--- config.mk ---
export PLATFORM = sky130hd
export DESIGN_NAME = serial_tx_arbiter
export DESIGN_NICKNAME = d
export VERILOG_FILES = /design/src/rtl/serial_tx_arbiter.sv
export SDC_FILE = /design/constraint.sdc
export NUM_CORES = 1
export LEC_CHECK = 0
export BUFFER_PORTS_ARGS = -buffer_cell sky130_fd_sc_hd__clkbuf_2
export CORE_ASPECT_RATIO = 1.4
export CORE_MARGIN = 2
export CORE_UTILIZATION = 32
export CTS_BUF_LIST = sky130_fd_sc_hd__clkbuf_4 sky130_fd_sc_hd__clkbuf_8 sky130_fd_sc_hd__clkbuf_16
export DETAILED_ROUTE_END_ITERATION = 10
export PLACE_DENSITY = 0.66
export REMOVE_ABC_BUFFERS = 1
export SYNTH_ARGS = -nofsm -noshare
export SYNTH_HDL_FRONTEND = slang
export SYNTH_SLANG_ARGS = --single-unit
--- constraint.sdc ---
create_clock -name dataClk -period 3.4 [get_ports dataClk]
set_input_delay 1.02 -clock dataClk [delete_from_list [all_inputs] [get_ports dataClk]]
set_output_delay 1.02 -clock dataClk [all_outputs]
set_load 0.01 [all_outputs]
--- src/rtl/serial_tx_arbiter.sv ---
// Round-robin arbiter that lets NUM_REQ requesters share one parallel-to-serial
// shifter: one LOAD cycle, 9 SHIFT cycles, then STOP_BITS idle-high GAP cycles.
module serial_tx_arbiter #(
  parameter int NUM_REQ   = 4,
  parameter int STOP_BITS = 1
) (
  input  logic                   dataClk,
  input  logic                   rstN,
  input  logic [NUM_REQ-1:0]     req,
  input  logic [8*NUM_REQ-1:0]   reqData,
  output logic [NUM_REQ-1:0]     grant,
  output logic [NUM_REQ-1:0]     done,
  output logic                   txLoad,
  output logic [7:0]             txData,
  output logic                   busy
);

  localparam int         PW         = $clog2(NUM_REQ);
  localparam logic [3:0] SHIFT_LAST = 4'd8;
  localparam logic [3:0] GAP_LAST   = 4'(STOP_BITS - 1);

  typedef enum logic [1:0] {IDLE, LOAD, SHIFT, GAP} state_t;

  state_t               state_q;
  logic [PW-1:0]        ptr_q;
  logic [3:0]           cnt_q;
  logic [NUM_REQ-1:0]   grant_q;
  logic [NUM_REQ-1:0]   done_q;
  logic                 txLoad_q;
  logic                 busy_q;
  logic [7:0]           txData_q;

  logic                 hi_found;
  logic                 lo_found;
  logic [PW-1:0]        hi_idx;
  logic [PW-1:0]        lo_idx;
  logic [PW-1:0]        win_d;
  logic [PW-1:0]        ptr_d;
  logic [NUM_REQ-1:0]   grant_d;
  logic [7:0]           data_d;

  // Round-robin: first set bit at or above the pointer, else lowest set bit.
  always_comb begin
    hi_found = 1'b0;
    lo_found = 1'b0;
    hi_idx   = '0;
    lo_idx   = '0;
    for (int i = 0; i < NUM_REQ; i++) begin
      if (!hi_found && req[i] && (PW'(i) >= ptr_q)) begin
        hi_found = 1'b1;
        hi_idx   = PW'(i);
      end
      if (!lo_found && req[i]) begin
        lo_found = 1'b1;
        lo_idx   = PW'(i);
      end
    end
    win_d   = hi_found ? hi_idx : lo_idx;
    ptr_d   = (win_d == PW'(NUM_REQ - 1)) ? '0 : win_d + 1'b1;
    grant_d = '0;
    data_d  = '0;
    for (int i = 0; i < NUM_REQ; i++) begin
      if (win_d == PW'(i)) begin
        grant_d[i] = 1'b1;
        data_d     = reqData[8*i +: 8];
      end
    end
  end

  always_ff @(posedge dataClk or negedge rstN) begin
    if (!rstN) begin
      state_q  <= IDLE;
      ptr_q    <= '0;
      cnt_q    <= '0;
      grant_q  <= '0;
      done_q   <= '0;
      txLoad_q <= 1'b0;
      txData_q <= '0;
      busy_q   <= 1'b0;
    end else begin
      case (state_q)
        IDLE: begin
          if (|req) begin
            state_q  <= LOAD;
            ptr_q    <= ptr_d;
            grant_q  <= grant_d;
            txData_q <= data_d;
            txLoad_q <= 1'b1;
            busy_q   <= 1'b1;
          end
        end
        LOAD: begin
          state_q  <= SHIFT;
          txLoad_q <= 1'b0;
          cnt_q    <= '0;
        end
        SHIFT: begin
          if (cnt_q == SHIFT_LAST) begin
            state_q <= GAP;
            cnt_q   <= '0;
            done_q  <= (STOP_BITS == 1) ? grant_q : '0;
          end else begin
            cnt_q <= cnt_q + 4'd1;
          end
        end
        GAP: begin
          if (cnt_q == GAP_LAST) begin
            state_q <= IDLE;
            cnt_q   <= '0;
            grant_q <= '0;
            done_q  <= '0;
            busy_q  <= 1'b0;
          end else begin
            cnt_q  <= cnt_q + 4'd1;
            // done is registered, so it is raised on entry to the last gap cycle
            done_q <= ((cnt_q + 4'd1) == GAP_LAST) ? grant_q : '0;
          end
        end
        default: state_q <= IDLE;
      endcase
    end
  end

  assign grant  = grant_q;
  assign done   = done_q;
  assign txLoad = txLoad_q;
  assign txData = txData_q;
  assign busy   = busy_q;

endmodule

==> results.ini <==
[outcome]
outcome = finished, final reports clean

[logic_synthesis]
yosysSeqAreaShare_pct = 37.57
yosysUniqueCellTypes = 35
synth_area_per_cell_um2 = 8.573
syn-cell-area_um2 = 1732
synth_warnings = 0
synth-seq-cells = 26
syn_inst = 202

[floorplanning]
core_area_um2 = 5197
io_pins = 56
dieHeight_um = 91.04
dieArea_um2 = 6024
initial_core_util_pct = 33.32
rows = 31
die_x_um = 66.17

[clock_network]
clock_path_buffers = 2
cts_resized = 0
htreeDepth = 1
cts_sinks = 26
clk_pin_slew_ns = 0.09
post_cts_buffers = 0
numCtsBuffers = 3
ctsRootBufferMaster = clkbuf_8
clk_latency_ns = 0.27
cts_tree = built
cts_hold_buf = 0

[finish]
final_cell_mix = clkbuf_2, nand2_1, o21ai_0
drive_above_1_share_pct = 28.80
area_delta_synth_final_pct = 21.39
final_common_cell = clkbuf_2
fin_nets = 301
n_antenna_cell = 0

[sta]
hold_violations = 0
rsz0062_at_grt = false
finClkSkew_ns = 0.006644
worst_pin_slew_ns = 0.6494
setup_ws_ns = 0.6548
setup_viol = 0
fin_setup_tns_ns = 0
relSlewSlack_pct = 56.71
drv_slew = 0
fin_crit_sh_pct = 80.74
fmax_mhz = 364.3
period_minus_slack_ns = 2.745

[grt]
gr-usage-all-layers_pct = 13.33
grt_pass1_vias = 1404
grt_pass1_wl_um = 6354
antenna_found_initial = 0
overflow = 0
grt_max_degree = 27

[detailed_routing]
drt-pass1-iter-count = 6
met3_length_um = 132
vias = 1548
drcViolationCount = 0
wl_met1_um = 1587
totalWireLength_um = 3871
first_iter_violations = 33
routed_via_density = 4.899
wire_per_inst_um = 12.25
ant_nets = 0
top_layer = met4
wl_met2_um = 2084

[worst_setup_path]
slowest_delay_ns = 0.55
endpoint_kind = flop
crit_fanout = 17
critPathSlowestCell = a221oi_1
worstSetupStartpointType = input port
startpoint = req[1]
crit_arrival_ns = 2.91
cpMostUsedCell = o21ai_0
rrSetupSlack_ns = 1.04
crit_type = input port to flop
r2r_start = ptr_q[1]
setup.worst_path.end = txData[4]
worstRegToRegCells = 8
r2r_end = txData[4]
path_cells = clkbuf_2 > mux2i_1 > a221oi_1 > inv_1 > ha_1 > a21oi_1 > o21ai_0 > a22oi_1 > o21ai_0
required_ns = 3.57

[placed_design]
gp_congestion = 0.7572
port_buffers = 55
place_hpwl_um = 3002
pre_cts_slack_ns = 0.3272

[power_and_ir_drop]
power.density_nw_per_um2 = 837.3
ir_drop_mv = 0.3457
p_leak_nw = 1.058

[run]
cap_violations = 0

[worst_hold_path]
worstHoldPathType = flop to flop
holdPathStages = 2

## worst min-delay path by stage
| stage | from | end | slack [ns] |
|---|---|---|---|
| after floorplan | ptr_q[0] | ptr_q[0] | 0.50 |
| after global placement | done[1] | done[1] | 0.46 |
| after detailed placement | done[2] | done[2] | 0.47 |
| after CTS | done[2] | done[2] | 0.49 |
| after global routing | txData[2] | txData[2] | 0.54 |
| final | done[0] | done[0] | 0.48 |
## through the flow
stage | utilization, % | power, W | area (µm²) | hold slack (ns) | cells
floorplan | - | 0.001228 | 1665 | 0.4972 | 190
global placement | 39.07 | 0.001497 | 2031 | 0.4598 | 312
detailed placement | 39.07 | 0.001520 | 2031 | 0.4712 | 312
CTS | 40.44 | 0.001785 | 2102 | 0.4938 | 316
global route | 40.44 | 0.001942 | 2102 | 0.5359 | 316
finish | 40.44 | 0.001760 | 2102 | 0.4835 | 316
## kinds of logic (layout without fill, tap and decap cells)
group                      after synthesis  in the layout  synth area share (%)
AOI/OAI and AO/OA                       79             79                 28.98
xor gates and xnor gates                 1              1                0.5059
adders and majority gates               12             12                 8.670
buffers and inverters                   30             78                 7.731
DFF                                     26             26                 37.57
muxes                                    7              7                 4.191
and+or+nand+nor                         47             47                 12.36
## worst max-delay path, delay by kind of cell
family | cells | cell delay (ns)
compound gates | 5 | 1.08
fa+ha+maj | 1 | 0.43
buf+inv | 2 | 0.29
mux | 1 | 0.08
## synthesized netlist by cell type, drive strengths merged
| cell | instances | area [µm²] |
|---|---|---|
| o21ai | 30 | 157.7 |
| ha | 12 | 150.1 |
| mux2 | 2 | 22.52 |
| o21bai | 1 | 7.510 |
| inv | 18 | 67.56 |
| mux2i | 5 | 50.05 |
| a32o | 1 | 10.01 |
| a21o | 3 | 25.03 |
| a221oi | 1 | 8.760 |
| o22ai | 2 | 12.51 |
| a31o | 1 | 8.760 |
| nor4 | 1 | 21.27 |
| o22a | 1 | 8.760 |
| dfrtp | 26 | 650.6 |
| nand2 | 31 | 116.4 |
| o31ai | 1 | 7.510 |
| a22oi | 8 | 60.06 |
| nor2b | 2 | 12.51 |
| nand2b | 3 | 18.77 |
| a21oi | 18 | 90.09 |
| or2 | 1 | 6.260 |
| nor2 | 8 | 32.54 |
| a22o | 10 | 90.09 |
| xnor2 | 1 | 8.760 |
| clkbuf | 8 | 30.03 |
| and3 | 1 | 6.260 |
| buf | 4 | 36.28 |
| a2bb2oi | 1 | 8.760 |
| a31oi | 1 | 6.260 |
## registers in the layout, indices dropped and copies added (netlist names)
signal,count
txData,8
ptr_q,2
cnt_q,4
busy,1
done,4
grant,4
state_q,2
txLoad,1
## final cells by class
type / count / area (µm²)
fill: 554 / 3095
tap: 66 / 82.58
multi-input combinational: 146 / 947.2
inverter: 18 / 67.56
clock inverter: 1 / 30.03
timing repair buffer: 56 / 282.8
clock buffer: 3 / 41.29
sequential: 26 / 650.6
## layer usage
metal	vias to the layer above	GRT usage [%]
met5	-	0
met4	0	5.102
met3	5	1.983
met2	32	23.17
met1	715	16.14
li1	796	-
## report_power, final
part / switching, W / total (W) / internal, W
combinational: 0.000547 / 0.000965 / 0.000418
clock: 0.0000999 / 0.000258 / 0.000158
sequential: 0.000101 / 0.000538 / 0.000437
total: 0.000748 / 0.00176 / 0.00101
Note: power is estimated with default switching activity, not from simulation.
